$ cat src/rtl/fifo_frame_pkg.sv
// Shared types and constants for the FIFO frame reader.
package fifo_frame_pkg;

  localparam int unsigned LEN_W      = 16;
  localparam int unsigned SKID_DEPTH = 2;

  typedef enum logic [2:0] {
    IDLE,
    HDR_HI,
    HDR_LO,
    PAYLOAD,
    DROP
  } rd_state_t;

endpackage

$ cat src/rtl/fifo_frame_reader_skid.sv
// rd_skid_buf: two-entry buffer that absorbs the one-cycle FIFO read latency
// and presents payload bytes on a valid/ready interface.
module rd_skid_buf
  import fifo_frame_pkg::*;
#(
  parameter int unsigned DATA_WIDTH = 8
) (
  input  logic                  clk,
  input  logic                  rst_n,
  input  logic                  wr_en,
  input  logic [DATA_WIDTH-1:0] wr_data,
  input  logic                  rd_ready,
  output logic                  rd_valid,
  output logic [DATA_WIDTH-1:0] rd_data,
  output logic [1:0]            occ
);

  logic [DATA_WIDTH-1:0] mem_q [SKID_DEPTH];
  logic                  wr_ptr_q;
  logic                  rd_ptr_q;
  logic [1:0]            occ_q;
  logic                  rd_fire;

  assign rd_valid = (occ_q != 2'd0);
  assign rd_fire  = rd_valid & rd_ready;
  // Head entry is only overwritten after it has been consumed, so data holds while stalled.
  assign rd_data  = mem_q[rd_ptr_q];
  assign occ      = occ_q;

  always_ff @(posedge clk or negedge rst_n) begin
    if (!rst_n) begin
      for (int i = 0; i < SKID_DEPTH; i++) begin
        mem_q[i] <= '0;
      end
      wr_ptr_q <= 1'b0;
      rd_ptr_q <= 1'b0;
      occ_q    <= 2'd0;
    end else begin
      if (wr_en) begin
        mem_q[wr_ptr_q] <= wr_data;
        wr_ptr_q        <= ~wr_ptr_q;
      end
      if (rd_fire) begin
        rd_ptr_q <= ~rd_ptr_q;
      end
      occ_q <= occ_q + {1'b0, wr_en} - {1'b0, rd_fire};
    end
  end

endmodule

$ cat src/rtl/fifo_frame_reader.sv
// Pops length-prefixed frames from the TX byte FIFO and streams the payload with a last flag.
// Optional length checking (oversize/zero -> frame_err + drain) is enabled by FRAME_LEN_CHECK_EN.
module fifo_frame_reader
  import fifo_frame_pkg::*;
#(
  parameter int unsigned DATA_WIDTH    = 8,
  parameter int unsigned FIFO_ADDR_W   = 6,
  parameter int unsigned MAX_FRAME_LEN = 1518
) (
  input  logic                   clk,
  input  logic                   rst_n,
  output logic                   fifo_rd_en,
  input  logic [DATA_WIDTH-1:0]  fifo_dout,
  input  logic                   fifo_empty,
  input  logic [FIFO_ADDR_W:0]   fifo_count,
  output logic [DATA_WIDTH-1:0]  m_data,
  output logic                   m_valid,
  input  logic                   m_ready,
  output logic                   m_last,
  output logic                   busy,
  output logic                   frame_done,
  output logic                   frame_err
);

  rd_state_t        state_q, state_d;
  logic [LEN_W-1:0] req_cnt_q, req_cnt_d;
  logic [LEN_W-1:0] out_cnt_q, out_cnt_d;
  logic [7:0]       len_hi_q, len_hi_d;
  logic             inflight_q;
  logic             armed_q;
  logic             rd_req;
  logic             pop;
  logic             accept;
  logic             frame_end;
  logic             skid_wr;
  logic             room;
  logic [1:0]       occ;
  logic [1:0]       occ_after;
  logic [LEN_W-1:0] len;

  assign len        = {len_hi_q, fifo_dout[7:0]};
  assign accept     = m_valid & m_ready;
  assign m_last     = m_valid & (state_q == PAYLOAD) & (out_cnt_q == LEN_W'(1));
  assign frame_end  = accept & m_last;
  assign busy       = (state_q != IDLE);
  assign skid_wr    = inflight_q & (state_q == PAYLOAD);
  // Count the byte leaving this cycle as free space so the stream sustains one byte per cycle.
  assign occ_after  = occ - {1'b0, accept};
  assign room       = (occ_after + {1'b0, inflight_q}) < 2'd2;
  // armed_q keeps the pop request low until the first clock after reset release.
  assign fifo_rd_en = armed_q & ~fifo_empty & rd_req;
  assign pop        = fifo_rd_en;
  assign frame_done = (state_q == PAYLOAD) & frame_end;

  always_comb begin
    rd_req = 1'b0;
    unique case (state_q)
      IDLE, HDR_HI: rd_req = 1'b1;
      // Once the payload is fully requested, only the next LEN_HI may be popped alongside the last byte.
      PAYLOAD:      rd_req = (req_cnt_q != '0) ? room : frame_end;
      DROP:         rd_req = (req_cnt_q != '0);
      default:      rd_req = 1'b0;
    endcase
  end

`ifdef FRAME_LEN_CHECK_EN
  logic frame_err_c;
  assign frame_err = frame_err_c;
`else
  assign frame_err = 1'b0;
`endif

  always_comb begin
    state_d   = state_q;
    req_cnt_d = req_cnt_q;
    out_cnt_d = out_cnt_q;
    len_hi_d  = len_hi_q;
`ifdef FRAME_LEN_CHECK_EN
    frame_err_c = 1'b0;
`endif
    unique case (state_q)
      IDLE: begin
        if (pop) state_d = HDR_HI;
      end
      HDR_HI: begin
        if (inflight_q) len_hi_d = fifo_dout[7:0];
        if (pop) state_d = HDR_LO;
      end
      HDR_LO: begin
        if (inflight_q) begin
          req_cnt_d = len;
          out_cnt_d = len;
          if (len == '0) begin
            state_d = IDLE;
`ifdef FRAME_LEN_CHECK_EN
            frame_err_c = 1'b1;
          end else if (len > LEN_W'(MAX_FRAME_LEN)) begin
            frame_err_c = 1'b1;
            out_cnt_d   = '0;
            state_d     = DROP;
`endif
          end else begin
            state_d = PAYLOAD;
          end
        end
      end
      PAYLOAD: begin
        if (pop && (req_cnt_q != '0)) req_cnt_d = req_cnt_q - LEN_W'(1);
        if (accept) out_cnt_d = out_cnt_q - LEN_W'(1);
        if (frame_end) state_d = pop ? HDR_HI : IDLE;
      end
      DROP: begin
        if (pop) req_cnt_d = req_cnt_q - LEN_W'(1);
        if (req_cnt_q == '0) state_d = IDLE;
      end
      default: state_d = IDLE;
    endcase
  end

  always_ff @(posedge clk or negedge rst_n) begin
    if (!rst_n) begin
      state_q    <= IDLE;
      req_cnt_q  <= '0;
      out_cnt_q  <= '0;
      len_hi_q   <= '0;
      inflight_q <= 1'b0;
      armed_q    <= 1'b0;
    end else begin
      state_q    <= state_d;
      req_cnt_q  <= req_cnt_d;
      out_cnt_q  <= out_cnt_d;
      len_hi_q   <= len_hi_d;
      inflight_q <= pop;
      armed_q    <= 1'b1;
    end
  end

  rd_skid_buf #(
    .DATA_WIDTH (DATA_WIDTH)
  ) u_skid (
    .clk      (clk),
    .rst_n    (rst_n),
    .wr_en    (skid_wr),
    .wr_data  (fifo_dout),
    .rd_ready (m_ready),
    .rd_valid (m_valid),
    .rd_data  (m_data),
    .occ      (occ)
  );

`ifdef FRAME_LEN_CHECK_EN
  logic unused_status;
  assign unused_status = ^fifo_count;
`else
  logic unused_status;
  assign unused_status = ^{fifo_count, 32'(MAX_FRAME_LEN)};
`endif

endmodule

$ cat config.mk
export PLATFORM = sky130hd
export DESIGN_NAME = fifo_frame_reader
export DESIGN_NICKNAME = d
export VERILOG_FILES = /design/src/rtl/fifo_frame_pkg.sv /design/src/rtl/fifo_frame_reader_skid.sv /design/src/rtl/fifo_frame_reader.sv
export SDC_FILE = /design/constraint.sdc
export NUM_CORES = 1
export LEC_CHECK = 0
export ABC_AREA = 0
export CAP_MARGIN = 20
export CORE_ASPECT_RATIO = 1.2
export CORE_MARGIN = 8
export CORE_UTILIZATION = 64
export DETAILED_ROUTE_END_ITERATION = 10
export DONT_BUFFER_PORTS = 1
export HOLD_SLACK_MARGIN = 0.06
export PLACE_DENSITY = 0.8
export SYNTH_ARGS = -nofsm -noshare
export SYNTH_HDL_FRONTEND = slang
export SYNTH_HIERARCHICAL = 1
export SYNTH_SLANG_ARGS = --single-unit
$ cat constraint.sdc
create_clock -name clk -period 3.25 [get_ports clk]
set_clock_uncertainty 0.1 [all_clocks]
set_input_delay 0.325 -clock clk [delete_from_list [all_inputs] [get_ports clk]]
set_output_delay 0.325 -clock clk [all_outputs]
set_load 0.01 [all_outputs]
**Word-level counts from Yosys, hierarchy flattened**

Index checks and enable logic that the tools add are counted.

- Reductions and logical operators: 15
- $lt $le $gt $ge: 4
- Add/sub/neg operators: 6
- Muxes and demuxes: 22
- Equality and inequality tests: 13
- Bitwise gates (word level): 13

Operators by type and width:

| cell | number |
|---|---|
| 16-bit 2-to-1 mux | 4 |
| 16-bit one-hot mux with 3 select lines | 1 |
| 16-bit zero test | 2 |
| 8-bit 2-to-1 mux | 4 |
| 16-bit one-hot mux with 2 select lines | 1 |
| 16-bit by 1-bit subtractor with 16-bit output (second input constant) | 2 |
| 16-bit bitwise mux | 1 |
| 16-bit by 1-bit == test with 1-bit output (second input constant) | 1 |
| 16-bit nonzero test | 1 |
| 3-bit 2-to-1 mux | 5 |
| 3-bit one-hot mux with 5 select lines | 1 |
| 2-bit != test (second input constant) | 7 |
| 1-bit bitwise AND | 8 |
| 8-bit demux with 1-bit select | 1 |
| 3-bit by 2-bit == test with 1-bit output (second input constant) | 2 |
| 3-bit nonzero test | 2 |
| 5-bit AND reduction | 1 |
| 2-bit by 1-bit adder with 2-bit output | 2 |
| 2-bit >= comparator (second input constant) | 2 |
| 1-bit NOT with 2-bit output | 2 |
| 4-bit AND reduction | 1 |
| 2-bit nonzero test | 2 |
| 2-bit by 1-bit subtractor with 2-bit output | 2 |
| 3-bit by 1-bit == test with 1-bit output (second input constant) | 1 |
| 13 further kinds | 17 |

- Input bits: 19
- Output and inout port bits: 14
- Register bits: 65

**Longest topological paths before layout**

Gate-level depths: netlist (run 1).

- Word-level depth: 11
- Gate-level depth with buffers: 10
- Gate-level depth less buffers: 9

**Hierarchy**

Netlist (run 1), hierarchy kept.

Modules (own cells, without submodules):

| module | cells an instance | area an instance (um2) | times used | seq. area each (um2) |
|---|---|---|---|---|
| fifo_frame_reader | 319 | 2795.2 | 1 | 1101.1 |
| rd_skid_buf | 58 | 918.4 | 1 | 500.5 |

**Least setup slack after synthesis (run 1)**

OpenSTA, ideal clock, no wires.

- Path type: register -> register
- From: reg u_skid.occ_q[1] (netlist: u_skid/occ[1])
- To: reg req_cnt_q[5]
- Cell stages (with the launch flop): 10
- Arrival time: 2546 ps
- Setup slack: 478 ps
- Buffers on the path: 0
- Required time: 3024 ps
- Cells stage by stage: dfrtp_1 -> or2_2 -> nand2_1 -> inv_1 -> ha_1 -> and2b_1 -> xnor2_1 -> a2111oi_4 -> nor2_4 -> a221o_1

- Cells in the longest elaborated chain, start to end: 11
- Elaborated cells on any way between the ends: 15
- Classes of those cells: add/sub (2); order compare (1); eq/ne (2); mux (2); bitwise (5); reduce/logical (3)

Ends and longest elaborated chain:

| item | RTL line | text |
|---|---|---|
| start: declaration | fifo_frame_reader_skid.sv:21 | `logic [1:0] occ_q;` |
| start signal: assignment | fifo_frame_reader_skid.sv:46 | `occ_q <= occ_q + {1'b0, wr_en} - {1'b0, rd_fire};` |
| 2-bit nonzero test (*) | fifo_frame_reader_skid.sv:24 | `assign rd_valid = (occ_q != 2'd0);` |
| net m_valid | fifo_frame_reader.sv:17 | `output logic m_valid,` |
| 1-bit bitwise AND | fifo_frame_reader.sv:42 | `assign accept = m_valid & m_ready;` |
| 2-bit by 1-bit subtractor with 2-bit output | fifo_frame_reader.sv:48 | `assign occ_after = occ - {1'b0, accept};` |
| 2-bit by 1-bit adder with 2-bit output | fifo_frame_reader.sv:49 | `assign room = (occ_after + {1'b0, inflight_q}) < 2'd2;` |
| 2-bit < comparator | fifo_frame_reader.sv:49 |  |
| 1-bit 2-to-1 mux (*) | fifo_frame_reader.sv:60 | `PAYLOAD: rd_req = (req_cnt_q != '0) ? room : frame_end;` |
| 1-bit one-hot mux with 3 select lines (*) | fifo_frame_reader.sv:57 | `unique case (state_q)` |
| 1-bit bitwise AND (*) | fifo_frame_reader.sv:51 | `assign fifo_rd_en = armed_q & ~fifo_empty & rd_req;` |
| 1-bit logical AND | fifo_frame_reader.sv:108 | `if (pop && (req_cnt_q != '0)) req_cnt_d = req_cnt_q - LEN_W'(1);` |
| 2-bit by 1-bit != test with 1-bit output (no source line) | - |  |
| 4-bit AND reduction (no source line) (*) | - |  |
| end signal: assignment | fifo_frame_reader.sv:130 | `req_cnt_q <= req_cnt_d;` |
| end: declaration | fifo_frame_reader.sv:26 | `logic [LEN_W-1:0] req_cnt_q, req_cnt_d;` |

Mark *: on every way through the listed nets, which the timed path passes. The rest lies on a longest branch.
A chain may end at the register's enable or synchronous reset.

**Worst setup path after layout (run 1)**

- From: reg req_cnt_q[0]
- To: out fifo_rd_en

- Cells in the longest elaborated chain, start to end: 4

Ends and longest elaborated chain:

| item | RTL line | text |
|---|---|---|
| 16-bit nonzero test (*) | fifo_frame_reader.sv:60, fifo_frame_reader.sv:61 |  |
| 1-bit 2-to-1 mux | fifo_frame_reader.sv:60 |  |
| 1-bit one-hot mux with 3 select lines (*) | fifo_frame_reader.sv:57 |  |
| 1-bit bitwise AND (*) | fifo_frame_reader.sv:51 |  |
| end: declaration | fifo_frame_reader.sv:12 | `output logic fifo_rd_en,` |

Every way passes the cells marked *; elsewhere a longest branch is shown, timed or not.

==> key figures, run 1 <==
Min path
  – HP Class: input pin to register

Synth
  – Top_reg_cell synth: dfrtp_1
  – Yosys Warn Count: 6
  – Syn Inst Count: ~380
  – Syn Nets: 402
  – Unique masters post-synth: 64
  – Yosys top cell by area: dfrtp_1
  – Area fraction of the dominant cell type after synthesis: a little over two fifths
  – Number of synthesized flops with an enable pin: 0
  – Yosys reg bits: 64
  – Sequential fraction of the synthesis area: between 40% and 50%
  – Post-Syn Area: roughly 0.0037 sq mm
  – Synthesized area per cell: ~9.9 sq um
  – Synth area leaders: dfrtp_1 (43%), mux2_2 (7.3%), a21oi_1 (3.5%)
  – Async S/R FF share, synth: 100%

Worst setup path
  – Worst R2R Start: u_skid/occ[1]
  – Critical path fanouts, max: 7
  – Crit path launch: req_cnt_q[0]
  – Critical Path End Type: primary output
  – CP endpoint: fifo_rd_en
  – Crit-path cells: inv_1 > ha_1 > or3b_1 > or4_4 > o21ai_1 > o2111ai_1 > nand2_1
  – Crit path kind: register to primary output
  – Flop2flop setup slack: 340 ps
  – Crit path DAT: 2630 ps
  – Startpoint Class: register
  – Worst path slowest cell: or4_4
  – RR Endpoint: req_cnt_q[7]
  – Crit path required time: 2820 ps
  – Max incr delay on CP: 610 ps
  – Worst Reg-to-Reg Cells: 9

Floorplanning
  – Num ports: 33
  – Die width: 85.5 um
  – Die height: between 90 and 100 um
  – Core Area: roughly 0.0056 sq mm
  – Initial core utilization: around 66%
  – Std cell rows: 30
  – Die area: approximately 0.0085 sq mm

Pwr
  – Max VDD drop: a little under 0.0006 V
  – Leak pwr: 1.63 nW
  – Combinational share of power: 36.1%
  – Switching Fraction: between 30 and 40%
  – Clk pwr share: about a fifth
  – Pwr Density: between 800 and 900 mW/mm^2
  – Net Sw Power: around 0.0013 W
  – Seq pwr share: 43.8%
  – Pint: roughly 0.0021 W

Final layout
  – NumNets Final: slightly above 400
  – Post-Layout Inst Area: around 0.0041 sq mm
  – Antenna diodes: 0
  – Core Util, Final: between 70% and 80%
  – Share of layout cells above drive strength 1: about a fifth
  – Number of fill cells: 390
  – Area Growth Syn to Fin: 9.40%

Detailed routing
  – Detail Route Antenna Nets: 0
  – Met3 routed WL: roughly 650 um
  – Drt drc: 0
  – Top routing layer in use: met4
  – Drt total wl: roughly 9.5 mm
  – DR WL met2: roughly 4.6 mm
  – M1 wire length: around 4.0 mm
  – Avg WL per Cell: approximately 21 um
  – Routed via count: between 3000 and 4000
  – Vias/cell: about 6.6
  – Initial DRC count: 343
  – Drt first pass iters: 5

Clocking
  – Clk buf depth: 2
  – Clk slew on worst S/H paths: roughly 80 ps
  – Clk_lat worst skew: ~340 ps
  – TritonCTS Buffers: 9
  – Clk sinks: 64
  – Clk root buf: clkbuf_8
  – H-Tree Depth: 3
  – CTS tree: yes

Flow run
  – Max Cap Viol: 0

GRT
  – Gr ovfl total: 0
  – Largest net degree at the start of global routing: 65
  – Vias in the first global route: 2992
  – First-pass GRT wire length: 15.4 mm
  – Overall Global Routing Usage: about 23%
  – Initial antenna violation count: 0

STA
  – Crit share post-route: between 90% and 100%
  – Max frequency: approximately 330 MHz
  – RSZ-0062 raised after global routing: no
  – Worst Max-Slew Pin Slew: roughly 780 ps
  – Final Hold Fails: 0
  – Sum Neg Setup Slack: 0 ps
  – Pins over their slew limit: 0
  – Period minus WS final: about 3000 ps
  – Final setup vio count: 0
  – Max transition margin: about 48%

Place
  – GP Congestion: approximately 0.85
  – PortBufs: 0
  – DP HPWL: just over 6 mm
  – Placed Area: around 0.0037 sq mm

Run status
  – Status: completed
## area by class of cell
class	count	area [sq um]	area share (%)
clock inverters	7	72.6	1.79
multi-input cells	283	1970	48.5
inverters	10	37.5	0.924
repair buffers	18	178	4.37
clock buffers	9	124	3.05
well taps	64	80.1	1.97
flip-flops and latches	64	1600	39.4
## repair_timing
action / 4_1_cts / 5_1_grt
buffers inserted: 0 / 0
resized for setup: 0 / 0
endpoints found under the hold margin: 88 / 0
hold buffers: 10 / 0
## state kept, by name (all words and copies together) (netlist names)
| name | cells |
|---|---|
| u_skid/mem_q | 16 |
| armed_q | 1 |
| inflight_q | 1 |
| req_cnt_q | 16 |
| len_hi_q | 8 |
| state_q | 2 |
| u_skid/rd_ptr_q | 1 |
| u_skid/wr_ptr_q | 1 |
| u_skid/occ | 2 |
| out_cnt_q | 16 |
## worst max-delay path, delay by kind of cell, from the launching register on
| family | cells | cell delay [ps] |
|---|---|---|
| buf+inv | 1 | 90 |
| fa+ha+maj | 1 | 180 |
| flops | 1 | 450 |
| simple gates | 3 | 1300 |
| compound gates | 2 | 290 |
## power groups by stage
stage	sequential (W)	clock, W	combinational (W)
after global routing	0.00152	0.000722	0.00135
final	0.00149	0.000682	0.00123
after detailed placement	0.00148	0	0.00118
after global placement	0.00146	0	0.00112
after CTS	0.00147	0.000689	0.00123
after floorplan	0.00134	0	0.00102
## Yosys cell counts, drive strengths merged (8+ instances only)
master	number
nor4	15
dfrtp	64
buf	8
o21ai	29
mux2	32
nand3	10
a31oi	10
a21oi	26
nor2	31
nand2	27
inv	10
clkbuf	12
nor3	13
## logic make-up (layout without fill, tap and decap cells)
| family | count (synthesis) | count (layout) | share of synthesized area [%] |
|---|---|---|---|
| fa+ha+maj | 6 | 6 | 2.02 |
| buf+inv | 30 | 44 | 3.84 |
| mux | 34 | 34 | 11.1 |
| other cells | 2 | 2 | 0.202 |
| simple gates | 128 | 128 | 19.1 |
| flops | 64 | 64 | 43.1 |
| compound gates | 107 | 107 | 19.3 |
| xor+xnor | 6 | 6 | 1.42 |
## worst min-delay path by stage
stage / from / endpoint / slack (ps) / cells after the start
3_3_place_gp: rst_n / req_cnt_q[8] / -70 / 0
2_1_floorplan: rst_n / armed_q / -70 / 0
3_5_place_dp: rst_n / req_cnt_q[8] / -70 / 0
4_1_cts: fifo_dout[5] / out_cnt_q[5] / 80 / 2
6_report: fifo_dout[0] / req_cnt_q[0] / 90 / 2
5_1_grt: fifo_dout[2] / out_cnt_q[2] / 100 / 2
## layout by cell type, fill, tap and decap left out, types with 3 or more instances in the layout
master	count
o2bb2ai_1	3
xnor2_1	4
nor4_1	13
and3_1	3
a31oi_1	10
o22ai_1	4
dfrtp_1	64
mux2_2	24
dlygate4sd3_1	9
nor3_1	12
and2_1	3
o21ai_0	23
mux2_4	8
nor2b_1	4
a22oi_1	5
o211ai_1	4
o22a_1	5
nand3_1	10
or4_4	3
o21ai_1	6
buf_4	8
or2_2	3
a211oi_1	3
ha_1	6
nand2_1	26
a21oi_1	26
nor2_1	30
clkbuf_8	9
inv_1	10
nor3b_1	3
## metal layers
layer  GRT usage [%]  up-vias
li1                -     1420
met1            28.2     1479
met2            37.5      101
met3            6.35       15
met4            9.32        0
met5               0        -
## through the flow
step           setup WS [ps]  power [W]  cells  hold slack, ps
5_1_grt                 87.7    0.00359    455            98.8
2_1_floorplan            478    0.00236    377           -70.6
3_5_place_dp             387    0.00267    429           -68.4
6_report                 191    0.00339    455            85.5
4_1_cts                  195    0.00339    455            76.3
3_3_place_gp             420    0.00258    429           -68.4
(Power assumes the default switching activity.)
==> run 2, diff against run 1 <==
--- a/config.mk
+++ b/config.mk
@@ -9,11 +9,12 @@
 export CAP_MARGIN = 20
 export CORE_ASPECT_RATIO = 1.2
 export CORE_MARGIN = 8
-export CORE_UTILIZATION = 64
+export CORE_UTILIZATION = 65
+export CTS_BUF_LIST = sky130_fd_sc_hd__clkbuf_2
 export DETAILED_ROUTE_END_ITERATION = 10
 export DONT_BUFFER_PORTS = 1
 export HOLD_SLACK_MARGIN = 0.06
-export PLACE_DENSITY = 0.8
+export PLACE_DENSITY = 0.81
 export SYNTH_ARGS = -nofsm -noshare
 export SYNTH_HDL_FRONTEND = slang
 export SYNTH_HIERARCHICAL = 1
==> run 2 against run 1 <==
  * Utilization shrank 0.25 points
  * Design area decreased by 1.0%
  * Largest cell class unchanged
  * Worst setup slack got worse by 97 ps
  * Power down 5.5%
  * Largest power group unchanged
  * Highest routed layer unchanged
==> key figures, run 2 (synthesized netlist as in run 1, its figures left out) <==
Final layout
  – NumNets Final: 415 (+0.97%)
  – Fin cells: 460 (+1.1%)
  – Commonest cells after routing, fill and taps aside: dfrtp_1 (63), nor2_1 (30), a21oi_1 (26)
  – Share of layout cells above drive strength 1: 20.3% (+1.3 points)
  – Biggest regs: out_cnt_q x16, req_cnt_q x16, u_skid/mem_q x16
  – Post-Layout Inst Area: 0.00402 sq mm (-1.0%)
  – Most common cell after layout, fill and taps aside: dfrtp_1
  – Core Util, Final: 71.9% (-0.25 points)
  – Area Growth Syn to Fin: 8.29%
  – Number of fill cells: 401 (+2.8%)
  – FF/Latch Area: 0.00160 sq mm (about the same)
  – Multi-input logic area: 0.00198 sq mm (+0.57%)

Floorplanning
  – Die width: 85 um (-0.63%)
  – Std cell rows: 30 (unchanged)
  – Initial core utilization: 66.4% (+0.44 points)
  – Die area: 0.00840 sq mm (-1.3%)
  – Num ports: 33 (unchanged)
  – Core Area: 0.00559 sq mm (-0.67%)
  – Die height: 98.8 um (-0.65%)

Pwr
  – Max VDD drop: 0.000608 V (+5.5%)
  – Leak pwr: 1.63 nW (about the same)
  – Pwr Density: 797 mW/mm^2 (-4.6%)

STA
  – Max transition margin: 53.8% (+5.9 points)
  – Pins over their slew limit: 0 (unchanged)
  – Final Hold Fails: 0 (unchanged)
  – Sum Neg Setup Slack: 0 ps (unchanged)
  – Max frequency: 317 MHz (-3.1%)
  – Worst setup margin: 93.6 ps (-96.9 ps)
  – Period minus WS final: 3160 ps (+96.9 ps)
  – Worst Max-Slew Pin Slew: 692 ps (-83.7 ps)
  – Crit share post-route: 97.1% (+3.0 points)
  – Final setup vio count: 0 (unchanged)

GRT
  – Overall Global Routing Usage: 23.1% (about the same)
  – Gr ovfl total: 0 (unchanged)
  – Largest net degree at the start of global routing: 65 (unchanged)
  – First-pass GRT wire length: 15.3 mm (-1.1%)
  – Vias in the first global route: 3021 (+0.97%)
  – Initial antenna violation count: 1 (+1)

Worst setup path
  – CP endpoint: fifo_rd_en
  – Crit path launch: u_skid/occ[1]
  – Critical path fanouts, max: 4 (-3)
  – Startpoint Class: register
  – RR Endpoint: req_cnt_q[7]
  – Worst Reg-to-Reg Cells: 9 (unchanged)
  – Critical Path End Type: primary output
  – Flop2flop setup slack: 350 ps (about the same)
  – Crit path kind: register to primary output
  – Worst R2R Start: u_skid/occ[1]
  – Crit path required time: 2820 ps (about the same)
  – Crit path DAT: 2730 ps (+100 ps)

Clocking
  – CTS tree: yes
  – Clk sinks: 64 (unchanged)
  – Clk buf depth: 2 (unchanged)
  – H-Tree Depth: 3 (unchanged)
  – TritonCTS Buffers: 9 (unchanged)
  – Clk slew on worst S/H paths: 180 ps (+100 ps)
  – Clk root buf: clkbuf_2
  – Clk_lat worst skew: 490 ps (+150 ps)

Place
  – Pre-CTS setup slack: 391 ps (+4.31 ps)
  – DP HPWL: 6.02 mm (-2.8%)
  – PortBufs: 0 (unchanged)
  – Number of placed cells counting well taps: 429 (unchanged)
  – GP Congestion: 0.907 (+7.3%)
  – Placed Area: 0.00375 sq mm (unchanged)

Detailed routing
  – Drt first pass iters: 6 (+1)
  – Detail Route Antenna Nets: 0 (unchanged)
  – Drt drc: 0 (unchanged)
  – Drt total wl: 9.39 mm (-0.78%)
  – Routed via count: 3152 (+4.5%)
  – Avg WL per Cell: 20.4 um (-1.9%)
  – Vias/cell: 6.85 (+3.4%)
  – Initial DRC count: 326 (-5.0%)

Flow run
  – Max Cap Viol: 0 (unchanged)

Min path
  – HP Class: input pin to register

Run status
  – Status: completed
==> run 2: cell count changes in the layout (fill, tap and decap cells not counted), moves of 2 or more <==
cell           before  now
clkinv_4            2    0
buf_4               8   10
clkinvlp_4          2    0
dlygate4sd3_1       9   11
clkbuf_2            0   12
clkbuf_8            9    0
==> run 2: how the worst min path moves through the flow <==
stage,start,endpoint,slack (ps),cells past startpoint
finish,fifo_dout[7],req_cnt_q[7],80,3
global route,fifo_dout[7],req_cnt_q[7],70,3
CTS,fifo_dout[3],req_cnt_q[3],80,3
detailed placement,rst_n,req_cnt_q[13],-70,0
global placement,rst_n,req_cnt_q[13],-70,0
floorplan,rst_n,armed_q,-70,0
==> run 2: worst max-delay path, stage by stage (launching register included) <==
cell       delay [ps]
dfrtp_1           460
or2_2             350
nand2_1           110
inv_1              50
ha_1              260
and2b_1           180
xnor2_1           430
o21ai_1           170
o2111ai_2         140
nand2_2           130
==> run 2: layout make-up <==
type | instances | share of cell area, %
antenna | 1 | 0.0622
clock buffer | 12 | 1.49
clock inverter | 4 | 1.12
inverter | 10 | 0.933
multi-input combinational | 283 | 49.3
sequential | 64 | 39.9
tap | 64 | 1.99
timing repair buffer | 22 | 5.29
==> run 2: report_power, final <==
group / internal [W] / leakage (nW) / total [W] / switching, W
logic: 0.000610 / 0.817 / 0.00125 / 0.000643
clock network: 0.000184 / 0.0757 / 0.000472 / 0.000288
registers: 0.00112 / 0.740 / 0.00148 / 0.000362
==> run 2: per-layer routing <==
layer	routed length, um	track usage, %
met2	4580	37.2
met3	578	5.08
met1	3880	28.1
met5	0	0
met4	349	12.2
==> run 2: timing repair <==
item                                   CTS  global route
resized for setup                        1             3
endpoints found under the hold margin  104             0
setup buffers                            0             2
setup endpoints to repair                1             1
hold buffers                            12             0
==> run 2: metrics by stage <==
step,hold slack [ps],power (W)
2_1_floorplan,-70.6,0.00236
3_3_place_gp,-68.1,0.00257
3_5_place_dp,-68.4,0.00264
4_1_cts,77.9,0.00315
5_1_grt,66.4,0.00340
6_report,80.5,0.00321
